$ cat src/rtl/tester_spi_pkg.sv
// Shared constants and types for the tester-side SPI slave sequencer.
package tester_spi_pkg;

  localparam int SPI_DATA_W = 8;
  localparam logic [SPI_DATA_W-1:0] IDLE_BYTE = '1;

  typedef enum logic [1:0] {
    IDLE,
    LOAD,
    SHIFT
  } state_e;

  localparam int ERR_OVERRUN  = 0;
  localparam int ERR_UNDERRUN = 1;
  localparam int ERR_ABORT    = 2;
  localparam int ERR_W        = 3;

endpackage

$ cat src/rtl/tester_spi_txfifo.sv
// Response-byte FIFO feeding MISO; push/pop are gated by full/empty.
module tester_spi_txfifo
  import tester_spi_pkg::*;
#(
  parameter int DATA_W   = SPI_DATA_W,
  parameter int TX_DEPTH = 4
) (
  input  logic              clk,
  input  logic              rst,
  input  logic              push,
  input  logic [DATA_W-1:0] wdata,
  input  logic              pop,
  output logic [DATA_W-1:0] rdata,
  output logic              full,
  output logic              empty
);

  localparam int AW = $clog2(TX_DEPTH);

  logic [AW:0]       wptr_q, wptr_d;
  logic [AW:0]       rptr_q, rptr_d;
  logic [DATA_W-1:0] mem_q [TX_DEPTH];
  logic              do_push;
  logic              do_pop;

  // Extra pointer bit tells full from empty when the indices match.
  assign empty = (wptr_q == rptr_q);
  assign full  = (wptr_q[AW] != rptr_q[AW]) &&
                 (wptr_q[AW-1:0] == rptr_q[AW-1:0]);
  assign rdata = mem_q[rptr_q[AW-1:0]];

  assign do_push = push && !full;
  assign do_pop  = pop && !empty;

  always_comb begin
    wptr_d = wptr_q;
    rptr_d = rptr_q;
    if (do_push) wptr_d = wptr_q + (AW+1)'(1);
    if (do_pop)  rptr_d = rptr_q + (AW+1)'(1);
  end

  always_ff @(posedge clk or posedge rst) begin
    if (rst) begin
      wptr_q <= '0;
      rptr_q <= '0;
    end else begin
      wptr_q <= wptr_d;
      rptr_q <= rptr_d;
    end
  end

  always_ff @(posedge clk) begin
    if (do_push) mem_q[wptr_q[AW-1:0]] <= wdata;
  end

endmodule

$ cat src/rtl/tester_spi_slave_ctrl.sv
// Tester-side SPI slave (mode 0, MSB first) with TX FIFO and RX holding register.
// Define SPI_ECHO_EN to echo the last received byte on TX underrun.
module tester_spi_slave_ctrl
  import tester_spi_pkg::*;
#(
  parameter int DATA_W      = SPI_DATA_W,
  parameter int TX_DEPTH    = 4,
  parameter int SYNC_STAGES = 2
) (
  input  logic              iCLK,
  input  logic              iRST,
  input  logic              iSCK,
  input  logic              iMOSI,
  input  logic              iSSn,
  output logic              oMISO,
  input  logic [DATA_W-1:0] iTX_DATA,
  input  logic              iTX_VALID,
  output logic              oTX_READY,
  output logic [DATA_W-1:0] oRX_DATA,
  output logic              oRX_VALID,
  input  logic              iRX_READY,
  output logic              oBUSY,
  output logic [ERR_W-1:0]  oERR,
  input  logic              iCLR_ERR
);

  localparam int CW = $clog2(DATA_W + 1);
  localparam logic [CW-1:0] CNT_LAST = CW'(DATA_W);
  localparam logic [DATA_W-1:0] FILL = {DATA_W{IDLE_BYTE[0]}};

  // One stage beyond the synchroniser gives the previous value for edge detect.
  logic [SYNC_STAGES:0]   sck_sync_q;
  logic [SYNC_STAGES:0]   ssn_sync_q;
  logic [SYNC_STAGES-1:0] mosi_sync_q;

  logic sck_rise, sck_fall;
  logic ssn_rise, ssn_fall;
  logic mosi_s;

  state_e            state_q, state_d;
  logic [CW-1:0]     bit_cnt_q, bit_cnt_d;
  logic [DATA_W-1:0] tx_shift_q, tx_shift_d;
  logic [DATA_W-2:0] rx_shift_q, rx_shift_d;
  logic              miso_q, miso_d;
  logic [DATA_W-1:0] rx_data_q, rx_data_d;
  logic              rx_valid_q, rx_valid_d;
  logic [ERR_W-1:0]  err_q, err_d;
  logic              busy_q, busy_d;

  logic [DATA_W-1:0] rx_byte;
  logic [DATA_W-1:0] load_byte;
  logic [DATA_W-1:0] under_byte;
  logic [ERR_W-1:0]  fsm_err;
  logic              rx_done;
  logic              fifo_pop;
  logic [DATA_W-1:0] fifo_rdata;
  logic              fifo_full;
  logic              fifo_empty;

  assign sck_rise = sck_sync_q[SYNC_STAGES-1] & ~sck_sync_q[SYNC_STAGES];
  assign sck_fall = ~sck_sync_q[SYNC_STAGES-1] & sck_sync_q[SYNC_STAGES];
  assign ssn_rise = ssn_sync_q[SYNC_STAGES-1] & ~ssn_sync_q[SYNC_STAGES];
  assign ssn_fall = ~ssn_sync_q[SYNC_STAGES-1] & ssn_sync_q[SYNC_STAGES];
  assign mosi_s   = mosi_sync_q[SYNC_STAGES-1];
  assign rx_byte  = {rx_shift_q, mosi_s};

`ifdef SPI_ECHO_EN
  logic [DATA_W-1:0] last_rx_q, last_rx_d;

  always_comb begin
    last_rx_d = last_rx_q;
    if (rx_done) last_rx_d = rx_byte;
  end

  always_ff @(posedge iCLK or posedge iRST) begin
    if (iRST) last_rx_q <= '0;
    else      last_rx_q <= last_rx_d;
  end

  assign under_byte = last_rx_q;
`else
  assign under_byte = FILL;
`endif

  tester_spi_txfifo #(
    .DATA_W   (DATA_W),
    .TX_DEPTH (TX_DEPTH)
  ) u_txfifo (
    .clk   (iCLK),
    .rst   (iRST),
    .push  (iTX_VALID),
    .wdata (iTX_DATA),
    .pop   (fifo_pop),
    .rdata (fifo_rdata),
    .full  (fifo_full),
    .empty (fifo_empty)
  );

  always_comb begin
    state_d    = state_q;
    bit_cnt_d  = bit_cnt_q;
    tx_shift_d = tx_shift_q;
    rx_shift_d = rx_shift_q;
    miso_d     = miso_q;
    load_byte  = fifo_empty ? under_byte : fifo_rdata;
    fifo_pop   = 1'b0;
    rx_done    = 1'b0;
    fsm_err    = '0;
    unique case (state_q)
      IDLE: begin
        miso_d = 1'b1;
        if (ssn_fall) state_d = LOAD;
      end
      LOAD: begin
        fifo_pop   = 1'b1;
        fsm_err[ERR_UNDERRUN] = fifo_empty;
        tx_shift_d = load_byte;
        miso_d     = load_byte[DATA_W-1];
        bit_cnt_d  = '0;
        state_d    = SHIFT;
      end
      SHIFT: begin
        if (sck_rise && bit_cnt_q != CNT_LAST) begin
          rx_shift_d = rx_byte[DATA_W-2:0];
          bit_cnt_d  = bit_cnt_q + CW'(1);
          rx_done    = (bit_cnt_q == CNT_LAST - CW'(1));
        end else if (sck_fall) begin
          if (bit_cnt_q == CNT_LAST) begin
            state_d = LOAD;
          end else begin
            tx_shift_d = tx_shift_q << 1;
            miso_d     = tx_shift_q[DATA_W-2];
          end
        end
      end
      default: state_d = IDLE;
    endcase
    // Deselect wins over everything, including a same-cycle final SCK fall.
    if (ssn_rise) begin
      state_d   = IDLE;
      miso_d    = 1'b1;
      bit_cnt_d = '0;
      fifo_pop  = 1'b0;
      rx_done   = 1'b0;
      fsm_err   = '0;
      fsm_err[ERR_ABORT] = (state_q == SHIFT) &&
                           (bit_cnt_q != '0) &&
                           (bit_cnt_q != CNT_LAST);
    end
  end

  always_comb begin
    rx_data_d  = rx_data_q;
    rx_valid_d = rx_valid_q;
    err_d      = err_q | fsm_err;
    busy_d     = ~ssn_sync_q[SYNC_STAGES-1];
    if (rx_valid_q && iRX_READY) rx_valid_d = 1'b0;
    if (rx_done) begin
      if (!rx_valid_q || iRX_READY) begin
        rx_data_d  = rx_byte;
        rx_valid_d = 1'b1;
      end else begin
        err_d[ERR_OVERRUN] = 1'b1;
      end
    end
    if (iCLR_ERR) err_d = '0;
  end

  always_ff @(posedge iCLK or posedge iRST) begin
    if (iRST) begin
      sck_sync_q  <= '0;
      ssn_sync_q  <= '1;
      mosi_sync_q <= '0;
      state_q     <= IDLE;
      bit_cnt_q   <= '0;
      tx_shift_q  <= '0;
      rx_shift_q  <= '0;
      miso_q      <= 1'b1;
      rx_data_q   <= '0;
      rx_valid_q  <= 1'b0;
      err_q       <= '0;
      busy_q      <= 1'b0;
    end else begin
      sck_sync_q  <= {sck_sync_q[SYNC_STAGES-1:0], iSCK};
      ssn_sync_q  <= {ssn_sync_q[SYNC_STAGES-1:0], iSSn};
      mosi_sync_q <= {mosi_sync_q[SYNC_STAGES-2:0], iMOSI};
      state_q     <= state_d;
      bit_cnt_q   <= bit_cnt_d;
      tx_shift_q  <= tx_shift_d;
      rx_shift_q  <= rx_shift_d;
      miso_q      <= miso_d;
      rx_data_q   <= rx_data_d;
      rx_valid_q  <= rx_valid_d;
      err_q       <= err_d;
      busy_q      <= busy_d;
    end
  end

  assign oMISO     = miso_q;
  assign oTX_READY = ~fifo_full;
  assign oRX_DATA  = rx_data_q;
  assign oRX_VALID = rx_valid_q;
  assign oBUSY     = busy_q;
  assign oERR      = err_q;

endmodule

$ cat config.mk
export PLATFORM = sky130hd
export DESIGN_NAME = tester_spi_slave_ctrl
export DESIGN_NICKNAME = d
export VERILOG_FILES = /design/src/rtl/tester_spi_pkg.sv /design/src/rtl/tester_spi_txfifo.sv /design/src/rtl/tester_spi_slave_ctrl.sv
export SDC_FILE = /design/constraint.sdc
export NUM_CORES = 1
export LEC_CHECK = 0
export BUFFER_PORTS_ARGS = -buffer_cell sky130_fd_sc_hd__buf_2
export CAP_MARGIN = 5
export CORE_MARGIN = 3
export CORE_UTILIZATION = 53
export DETAILED_ROUTE_END_ITERATION = 6
export HOLD_SLACK_MARGIN = 0.15
export PLACE_DENSITY = 0.75
export SETUP_SLACK_MARGIN = 0.5
export SYNTH_ARGS = -nofsm -noshare
export SYNTH_HDL_FRONTEND = slang
export SYNTH_SLANG_ARGS = --single-unit
$ cat constraint.sdc
create_clock -name iCLK -period 1.9 [get_ports iCLK]
set_clock_uncertainty 0.15 [all_clocks]
set_input_delay 0.285 -clock iCLK [delete_from_list [all_inputs] [get_ports iCLK]]
set_output_delay 0.285 -clock iCLK [all_outputs]
set_load 0.02 [all_outputs]
==> key figures <==
STA
  – Slew @ Worst Pin: 0.308 ns
  – Slew HR: 0.793
  – Fin. max-slew vios: 0
  – Setup_tns: -0.0145 ns
  – Hold_ws: 0.207 ns
  – # setup viols final: 1
  – Min Tclk post-route: 1.91 ns
  – Final hold vios: 0
  – Final worst path period share: 1.01
  – Worst setup margin: -0.0145 ns
  – Max Fclk: 522 MHz
  – RSZ-0062 raised after global routing: true

CTS
  – Clock slew at reported path FFs: 0.09 ns
  – Clk_lat worst skew: 0.35 ns
  – CTS buffer count: 9
  – Clock Sinks: 80
  – CTS Buffer Depth: 2
  – CTS HTree Levels: 3
  – Root Buffer: clkbuf_8
  – CTS tree: built

Power and ir drop
  – Clock group share of total power: 0.215
  – Sw power: 2.12 mW
  – Pwr Density: 1380 nW/um^2
  – Worst vdd ir: 0.965 mV
  – Tot Pwr: 6.61 mW
  – Power share of the sequential group: 0.364
  – Combinational share of power: 0.421
  – Sw Share: 0.320
  – Pleak: 2.09 nW
  – Pint: 4.50 mW

Die
  – Die area: 7380 sq um
  – Num ports: 31
  – Starting Density: 0.558
  – Die height: 85.9 um
  – Total core area: 6060 sq um
  – Row Count: 28
  – Die W: 85.9 um

Worst setup path
  – R2r startpoint: u_txfifo.rptr_q[0]
  – WP buf/inv: 1
  – Delay-heaviest family, CP: flip-flops
  – Cell Chain, Critical Path: xor2_2 > or3_4 > buf_6
  – CP endpoint kind: output port
  – CP Class: flop to output port
  – CP Data Arrival Time: 1.48 ns
  – Crit Reg-Reg Endpoint: u_txfifo.wptr_q[1]
  – CP max-delay cell: dfrtp_1
  – Startpoint types: flop
  – Critical path's largest stage delay: 0.41 ns
  – CP Data Required Time: 1.46 ns
  – Worst R2R Path Depth: 6
  – Crit Path Max Fanout: 2
  – Reg2Reg Setup Slack: 0.02 ns

Place
  – Inst Count DP: 338
  – DP HPWL: 3.76 mm
  – GPL Wtd Cong: 0.815
  – I/O Buffers: 30

Synthesis
  – Sequential area share after synthesis: 0.641
  – Syn Std Cell Area: 3380 sq um
  – Synthesis-stage register bit count: 80
  – Primary FF master, synth: dfrtp_1
  – Synth cell types: 37
  – Mean Syn Cell Area: 14.8 sq um
  – Post-synth EDFFs: 32
  – Ys Warns: 0
  – Syn_nets: 257
  – Syn Inst Count: 229
  – Synth async-reset ratio: 0.600

Status
  – Failing checks: negative setup slack
  – Run status: complete, but fails checks

Routing
  – Drt via density: 5.26
  – Avg WL per Cell: 17.7 um
  – Drt total wl: 7.10 mm
  – Drt drc: 0
  – Drt pass-1 iters: 4
  – Vias: 2114
  – 1st-iter DRT viols: 94
  – DRT antenna net count: 0

Global routing
  – Largest net degree at the start of global routing: 39
  – Initial antenna violation count: 0
  – Gr ovfl total: 0
  – Vias in the first global route: 2216
  – GRT Total Usage: 0.196
  – Global-route wire length before repair: 10.8 mm

Final layout
  – Final Non-Filler Cells: 402
  – Fin util: 0.788
  – N_diodes: 0
  – Syn-to-layout area delta: 41.2%
  – Share of layout cells above drive strength 1: 0.520
  – Fillers: 339
  – Nets: 350

Worst hold path
  – Worst hold path type: flop to flop
  – HP Start: mosi_sync_q[0]
  – Worst Hold End: mosi_sync_q[1]
  – Hold path cells: 0

Run
  – Max-cap violations: 0
[sequential cells by signal, indices dropped and copies added (netlist names)]
name,cells
tx_shift_q,7
sck_sync_q,3
u_txfifo.rptr_q,3
state_q,2
u_txfifo.mem_q,32
rx_shift_q,7
oBUSY,1
oRX_VALID,1
oERR,3
u_txfifo.wptr_q,3
oRX_DATA,8
oMISO,1
ssn_sync_q,3
mosi_sync_q,2
bit_cnt_q,4
[worst reg2reg max path, stage by stage, from the launching register on]
cell     delay [ns]
dfrtp_1        0.41
xor2_2         0.19
or3_4          0.39
buf_4          0.15
buf_6          0.12
nand2_4        0.07
mux2_4         0.29
[how the worst max path moves through the flow]
stage	startpoint	end	slack (ns)	cells past startpoint
after global placement	state_q[0]	bit_cnt_q[0]	0.05	7
final	u_txfifo.rptr_q[0]	oTX_READY	-0.01	3
after CTS	u_txfifo.rptr_q[0]	oTX_READY	-0.04	3
after detailed placement	state_q[0]	bit_cnt_q[0]	0.02	7
after global routing	u_txfifo.wptr_q[2]	oTX_READY	-0.08	3
after floorplan	ssn_sync_q[2]	oRX_DATA[0]	0.03	7
[cell usage after synthesis, types with 5 or more instances]
cell type / n / area share
dfrtp_1: 44 / 0.33
edfxtp_1: 32 / 0.28
mux2_2: 19 / 0.063
inv_1: 16 / 0.018
nor2_1: 13 / 0.014
ha_1: 12 / 0.044
a21oi_1: 7 / 0.010
buf_2: 6 / 0.0089
mux4_2: 6 / 0.040
nand2b_1: 6 / 0.011
o31ai_1: 6 / 0.013
nand2_1: 5 / 0.0055
nor2b_1: 5 / 0.0092
o21ai_0: 5 / 0.0074
xnor2_1: 5 / 0.013
[stage by stage]
stage,worst slack [ns],instance area [sq um]
global placement,0.0539,3840
floorplan,0.0287,3550
CTS,-0.0424,4560
finish,-0.0145,4770
detailed placement,0.0245,3840
global route,-0.0834,4770
[cells by family (layout without fill, tap and decap cells)]
logic type / Yosys count / in the layout / share of synthesized area
and+or+nand+nor: 50 / 51 / 0.0895
xor gates and xnor gates: 9 / 9 / 0.0233
adders and majority gates: 12 / 12 / 0.0444
buffers and inverters: 25 / 122 / 0.0333
AOI/OAI and AO/OA: 24 / 24 / 0.0440
DFF: 80 / 80 / 0.641
muxes: 29 / 29 / 0.125
[placed cells by master, fill, tap and decap left out, types with 9 or more instances in the layout]
cell and count:
mux2_4 19, buf_4 26, buf_6 15, dlygate4sd3_1 15, dfrtp_1 42, edfxtp_1 32, inv_1 9, clkbuf_8 9
buf_2 26, nor2_1 12
[layer usage]
metal | part of all wire | track usage | wire, um
met5 | 0 | 0 | 0
met1 | 0.43 | 0.252 | 3080
met4 | 0.013 | 0.0619 | 92
met2 | 0.53 | 0.317 | 3750
met3 | 0.025 | 0.0615 | 176
[area by class of cell]
class / count / area (sq um) / share of cell area
multi-input cells: 125 / 1420 / 0.297
clock inverters: 7 / 106 / 0.0223
flip-flops and latches: 80 / 2170 / 0.454
clock buffers: 9 / 124 / 0.0259
repair buffers: 90 / 800 / 0.167
well taps: 75 / 93.8 / 0.0197
inverters: 16 / 63.8 / 0.0134
[power by group through the flow]
| stage | clock network (mW) | registers [mW] | logic [mW] |
|---|---|---|---|
| 3_5_place_dp | 0 | 2.44 | 1.90 |
| 3_3_place_gp | 0 | 2.42 | 1.86 |
| 4_1_cts | 1.45 | 2.40 | 2.35 |
| 5_1_grt | 1.53 | 2.45 | 2.99 |
| 2_1_floorplan | 0 | 2.40 | 1.51 |
| 6_report | 1.42 | 2.41 | 2.78 |
[what timing repair did]
item | 4_1_cts | 5_1_grt
pin swaps | 17 | 7
buffers inserted | 20 | 11
setup endpoints to repair | 72 | 74
cloned | 1 | 1
hold buffers | 15 | 0
resized for setup | 41 | 23
endpoints found under the hold margin | 84 | 0
Note: power is estimated with default switching activity, not from simulation.
